$ cat config.mk
export PLATFORM = sky130hd
export DESIGN_NAME = seq_serializer
export DESIGN_NICKNAME = d
export VERILOG_FILES = /design/src/rtl/seq_serializer.sv
export SDC_FILE = /design/constraint.sdc
export NUM_CORES = 1
export LEC_CHECK = 0
export BUFFER_PORTS_ARGS = -buffer_cell sky130_fd_sc_hd__buf_2
export CORE_MARGIN = 8
export CORE_UTILIZATION = 55
export DETAILED_ROUTE_END_ITERATION = 6
export GPL_TIMING_DRIVEN = 0
export PLACE_DENSITY = 0.74
export SLEW_MARGIN = 20
export SYNTH_ARGS = -nofsm -noshare
export SYNTH_HDL_FRONTEND = slang
export SYNTH_SLANG_ARGS = --single-unit
$ cat constraint.sdc
create_clock -name clk -period 2.6 [get_ports clk]
set_input_delay 0.26 -clock clk [delete_from_list [all_inputs] [get_ports clk]]
set_output_delay 0.26 -clock clk [all_outputs]
set_load 0.005 [all_outputs]
$ cat src/rtl/seq_serializer.sv
// ---------------------------------------------------------------------------
// seq_serializer
// Parallel-to-serial front end for the serial pattern detector. WIDTH-bit
// words arrive over a valid/ready handshake into a one-word holding register
// and are shifted out one bit per clock on dout. While a word is shifting,
// the next one can wait in the holding register, so consecutive words leave
// with no gap bits between them.
//
// Ports:
//   clk        system clock, all state changes on the rising edge
//   rst_n      asynchronous active-low reset
//   flush      synchronous clear of held and in-flight data
//   data_in    parallel word
//   data_valid data_in is valid
//   data_ready holding register empty, a word can be accepted
//   dout       serial bit, drives the detector's din
//   dout_valid dout carries a data bit rather than idle fill
//   word_done  one-cycle pulse alongside the last bit of each word
//   busy       shifter active or holding register full
// ---------------------------------------------------------------------------
module seq_serializer #(
    parameter int   WIDTH     = 8,
    parameter int   MSB_FIRST = 1,
    parameter logic IDLE_BIT  = 1'b0
) (
    input  logic             clk,
    input  logic             rst_n,
    input  logic             flush,
    input  logic [WIDTH-1:0] data_in,
    input  logic             data_valid,
    output logic             data_ready,
    output logic             dout,
    output logic             dout_valid,
    output logic             word_done,
    output logic             busy
);

    localparam int CNT_W = (WIDTH > 2) ? $clog2(WIDTH) : 1;

    typedef enum logic {
        IDLE,
        SHIFT
    } state_t;

    state_t           state;
    logic [WIDTH-1:0] hold_reg;
    logic             hold_full;
    logic [WIDTH-1:0] shift_reg;
    logic [CNT_W-1:0] bit_cnt;

    logic             accept;
    logic             load_word;
    logic             load_first;
    logic [WIDTH-1:0] load_rest;
    logic             next_bit;
    logic [WIDTH-1:0] shift_rest;

    // A transfer needs the registered ready; it cannot coincide with a hold
    // move because ready is low whenever the hold register is full.
    assign accept = data_valid & data_ready;

    // The held word moves into the shifter either from idle or on the edge
    // after the previous word's last bit, which keeps the bit stream gapless.
    assign load_word = hold_full & ((state == IDLE) | (bit_cnt == '0));

    assign busy = (state == SHIFT) | hold_full;

    // Bit-order selection: the shifter always holds the bits still to be
    // sent, already aligned so the next one sits at the output end.
    always_comb begin
        load_first = hold_reg[0];
        load_rest  = hold_reg >> 1;
        next_bit   = shift_reg[0];
        shift_rest = shift_reg >> 1;
        if (MSB_FIRST != 0) begin
            load_first = hold_reg[WIDTH-1];
            load_rest  = hold_reg << 1;
            next_bit   = shift_reg[WIDTH-1];
            shift_rest = shift_reg << 1;
        end
    end

    // Holding register and handshake. data_ready always mirrors the value
    // hold_full takes at the same edge, so it reads as ~hold_full from the
    // first edge after reset onwards.
    always_ff @(posedge clk or negedge rst_n) begin
        if (!rst_n) begin
            hold_reg   <= '0;
            hold_full  <= 1'b0;
            data_ready <= 1'b0;
        end else if (flush) begin
            hold_full  <= 1'b0;
            data_ready <= 1'b1;
        end else if (accept) begin
            hold_reg   <= data_in;
            hold_full  <= 1'b1;
            data_ready <= 1'b0;
        end else if (load_word) begin
            hold_full  <= 1'b0;
            data_ready <= 1'b1;
        end else begin
            data_ready <= ~hold_full;
        end
    end

    // Shifter state machine. bit_cnt counts the bits still to follow the one
    // currently on dout; word_done is raised by the edge that puts the final
    // bit out, i.e. the edge leaving bit_cnt at 1.
    always_ff @(posedge clk or negedge rst_n) begin
        if (!rst_n) begin
            state      <= IDLE;
            shift_reg  <= '0;
            bit_cnt    <= '0;
            dout       <= IDLE_BIT;
            dout_valid <= 1'b0;
            word_done  <= 1'b0;
        end else if (flush) begin
            state      <= IDLE;
            bit_cnt    <= '0;
            dout       <= IDLE_BIT;
            dout_valid <= 1'b0;
            word_done  <= 1'b0;
        end else begin
            word_done <= 1'b0;
            if (load_word) begin
                state      <= SHIFT;
                shift_reg  <= load_rest;
                bit_cnt    <= CNT_W'(WIDTH - 1);
                dout       <= load_first;
                dout_valid <= 1'b1;
            end else if (state == SHIFT) begin
                if (bit_cnt != '0) begin
                    shift_reg <= shift_rest;
                    bit_cnt   <= bit_cnt - CNT_W'(1);
                    dout      <= next_bit;
                    word_done <= (bit_cnt == CNT_W'(1));
                end else begin
                    state      <= IDLE;
                    dout       <= IDLE_BIT;
                    dout_valid <= 1'b0;
                end
            end
        end
    end

endmodule

Word-level counts from Yosys, hierarchy flattened
Index checks and enable logic that the tools add are counted. W data, S select, Z words.

Register bits: 25. Bits of input ports: 12. Output and inout port bits: 5. Word-level logic and storage cells: 59.

Add/subtract/negate cells: 1. Equal/unequal tests: 2. Mux-type cells: 29. Bitwise logic cells: 7. Reduce and logical (&&, ||, !) cells: 11.

Operators by type and width (count): $mux W8 (3); $mux W1 (22); $mux W3 (4); $reduce_bool A3 Y1 (4); $reduce_and A2 Y1 (3); $reduce_bool A2 Y1 (2); $eq A3 B1 Y1 const B (1); $logic_not A3 Y1 (1); $ne A3 B3 Y1 const B (1); $not A1 Y1 (3); $reduce_and A3 Y1 (1); $sub A3 B1 Y3 const B (1); $and A1 B1 Y1 (2); $or A1 B1 Y1 (2).

Longest topological paths before layout
Depth after elaboration: 6. Mapped depth: 7. Gate-level depth less buffers: 6.

Worst setup path after synthesis
Ideal clock, no wire load.

Kind: reg2reg. From: reg bit_cnt[0]. To: reg shift_reg[2]. Setup time: 130 ps. Arrival: 1401 ps. Slack: 1069 ps. Stages on the path, launching flop included: 8. Period minus slack after synthesis: 1531 ps. Path through: dfrtp_1 inv_1 ha_1 ha_1 nand2b_1 buf_6 a31oi_1 o2bb2ai_1.

Cells in the longest elaborated chain, start to end: 5.

RTL lines: start: declaration (line 49) `logic [CNT_W-1:0] bit_cnt;`; start signal: assignment (line 128) `bit_cnt <= CNT_W'(WIDTH - 1);`; start signal: assignment (line 134) `bit_cnt <= bit_cnt - CNT_W'(1);`; $logic_not A3 Y1 (line 64) `assign load_word = hold_full & ((state == IDLE) | (bit_cnt == '0));`; $or A1 B1 Y1 (line 64); $and A1 B1 Y1 (line 64); $reduce_bool A2 Y1 (no line); $reduce_and A3 Y1 (no line); end signal: assignment (line 127) `shift_reg <= load_rest;`; end signal: assignment (line 133) `shift_reg <= shift_rest;`; end: declaration (line 48) `logic [WIDTH-1:0] shift_reg;`.

Several ways; a longest one is shown, not always the timed one. A chain may end at the register's enable or synchronous reset.

Worst setup path after layout
From: reg bit_cnt[0]. To: reg shift_reg[4].

Same word-level chain as after synthesis.

==> metrics.md <==
| Metric | Value |
|---|---|
| Fin. max-slew vios | `0` |
| Crit path buf inv count | `2` |
| # nets final | `approximately 130` |
| Area of all sequential standard cells | `600.6 um^2` |
| Hold Path Class | `in -> reg` |
| I/O Buffers | `16` |
| Critical path launch point type | `flop` |
| Largest family of logic cells by synthesized area | `simple AND/OR/NAND/NOR gates` |
| Hold Path Sink | `hold_reg[5]` |
| Arr. time, crit path | `slightly below 2000 ps` |
| TNS Setup | `0 ps` |
| CP required | `2800 ps` |
| Worst R2R Start | `bit_cnt[0]` |
| Fraction of layout cells with a size suffix above 1 | `0.3578` |
| Final setup fails | `0` |
| Drt pass-1 iters | `4` |
| Synth Area in Compound Gates | `0.1416` |
| Via density | `between 5 and 6` |
| Layout Cells excl Fill | `about 140` |
| Synth Register Bits | `24` |
| Cts bufs inserted | `3` |
| # DRC | `0` |
| Largest stage delay on the critical path | `440 ps` |
| CP Cell Sequence | `inv_1 -> ha_1 -> ha_1 -> nand2b_1 -> buf_6 -> a31oi_1 -> o2bb2ai_1` |
| Min-Delay Path Depth | `2` |
| Most frequent cells in the layout | `dfrtp_1, buf_2, mux2_2, o2bb2ai_1` |
| CTS Sinks | `24` |
| Dominant cells by area after synthesis | `dfrtp_1, mux2_2, o2bb2ai_1` |
| Highest-delay cell along the critical path | `dfrtp_1` |
| CTS H-Tree Depth | `1` |
| Worst-Skew Late Latency | `320 ps` |
| Chip Width | `61.53 um` |
| Largest register FFs | `8` |
| CTS-repair resized insts | `0` |
| FF-to-FF End | `shift_reg[4]` |
| P per Cell Area | `628.9 nW/um^2` |
| Hold Startpoint | `data_in[5]` |
| Area leader, netlist | `dfrtp_1` |
| Post-Syn Area per Cell | `around 13 um^2` |
| Number of antenna diodes | `0` |
| I/O Pins | `17` |
| Vias | `787` |
| Critical path capture point type | `flop` |
| Achievable frequency | `0.5654 GHz` |
| Max-cap violations | `0` |
| Setup CP Type | `reg -> reg` |
| Simple-gate area share of the yosys netlist | `0.1647` |
| First-pass GRT wire length | `around 3600 um` |
| Starting Density | `0.5810` |
| Rows | `16` |
| Grt ovf | `0` |
| Routed WL | `2179 um` |
| Sequential fraction of the synthesis area | `0.5269` |
| Avg WL per Cell | `16.02 um` |
| Final Power | `0.8089 mW` |
| Synth Area in Adders | `0.03293` |
| Number of global-route vias before repair | `roughly 800` |
| Status | `finished, final reports clean` |
| Initial antenna violation count | `0` |
| Multiplexer share of the synthesized area | `0.07903` |
| Filler cell count | `168` |
| Syn_nets | `104` |
| Worst-margin pin slew | `530.3 ps` |
| Die ar. | `3785 um^2` |
| Clock Tree Buf Depth | `2` |
| Post-synthesis cell area | `1140 um^2` |
| Gr usage total | `0.1283` |
| Family with the most delay on the worst path | `adder cells` |
| Pin count of the biggest net entering global routing | `25` |
| Max-slew headroom | `0.6465` |
| Commonest non-fill, non-tap cell in the layout | `dfrtp_1` |
| CP max FO | `10` |
| Initial DRC count | `15` |
| Most used cell, CP | `ha_1` |
| Leak pwr | `0.6080 nW` |
| RSZ-0062 raised after global routing | `no` |
| Placer Congestion | `0.7551` |
| Cell total after placement | `approximately 130` |
| Fin crit share | `0.6803` |
| Final ANT Viol Nets | `0` |
| Worst vdd ir | `404.4 uV` |
| DPL Wire Length | `1500 um` |
| Core outline area | `1962 um^2` |
| XOR/XNOR Fraction of Synth Area | `0` |
| Area of the multi-input gates | `~480 um^2` |
| Cells after synthesis | `89` |
| Clock input transition at the sequential cells of the worst setup and hold paths | `120 ps` |
| Final critical-path required period | `about 1800 ps` |
| Reg-to-reg slack, setup | `between 800 and 900 ps` |
| Fin util | `0.6556` |
| Hold Violations, Final | `0` |
| Area Overhead vs Synth | `12.84%` |
| Post-synthesis cell type count | `29` |
| Die span in y | `61.53 um` |
| CTS root buf | `clkbuf_4` |
| TritonCTS clock tree | `yes` |
| Fraction of synthesized cell area taken by the top area cell type | `0.5269` |
| Clk_skew | `1.928 ps` |
| Ys Warns | `0` |
| R2R cell count | `7` |
per-layer routing:
layer  routed length, um  global-route usage
met1                1014              0.1529
met2                1022              0.2142
met3                  97             0.02088
met4                  45             0.06818
met5                   0                   0
final cells by class:
| type | count | area share |
|---|---|---|
| sequential | 24 | 0.4669 |
| multi-input combinational | 55 | 0.3706 |
| timing repair buffer | 17 | 0.07004 |
| buffer | 6 | 0.03697 |
| tap | 27 | 0.02626 |
| clock buffer | 3 | 0.01751 |
| inverter | 4 | 0.01167 |
worst register-to-register path: stages (launching register included):
cell	delay, ps
dfrtp_1	440
inv_1	60
ha_1	190
ha_1	320
nand2b_1	220
buf_6	140
a31oi_1	190
o2bb2ai_1	90
synthesized netlist by cell type:
cell       instances
dfrtp_1           24
mux2_2             8
o2bb2ai_1          7
a31oi_1            6
and3b_1            6
inv_1              4
a211oi_1           3
buf_6              3
ha_1               3
nor3_2             3
nand2_1            2
nor2_1             2
nor3_1             2
a21boi_0           1
a21oi_1            1
a2bb2oi_1          1
and2_1             1
buf_2              1
clkbuf_1           1
clkbuf_2           1
nand2b_1           1
nand3_1            1
nand3b_1           1
nand3b_4           1
nor2b_1            1
nor2b_4            1
nor4b_1            1
o21bai_4           1
or2_2              1
metrics by stage:
stage,cell area [um^2],setup slack (ps),hold WS [ps]
6_report,1286,831.3,162.4
2_1_floorplan,1140,1069,-35.59
4_1_cts,1286,833.9,158.3
5_1_grt,1286,700.3,154.3
3_5_place_dp,1254,858.5,267.9
3_3_place_gp,1254,907.4,268.8
power breakdown:
part | switching (mW) | internal, mW | leakage (nW)
sequential | 0.0371 | 0.440 | 0.299
clock | 0.110 | 0.0544 | 0.0138
combinational | 0.0760 | 0.0918 | 0.295
worst max path at each step:
stage                     cells after the start  startpoint           end
after global routing                          7  bit_cnt[0]  shift_reg[4]
after floorplan                               7  bit_cnt[0]  shift_reg[2]
final                                         7  bit_cnt[0]  shift_reg[4]
after CTS                                     7  bit_cnt[0]  shift_reg[6]
after detailed placement                      7  bit_cnt[0]  shift_reg[6]
after global placement                        7  bit_cnt[0]  shift_reg[4]
cells by family after synthesis:
logic type | count (synthesis)
mux | 8
flops | 24
fa+ha+maj | 3
simple gates | 24
buf+inv | 10
compound gates | 20
what timing repair did:
item                      CTS  global route
setup buffers               0             0
hold endpoints to repair   24             0
hold buffers                1             0
Power figures use the tool's default switching activity.
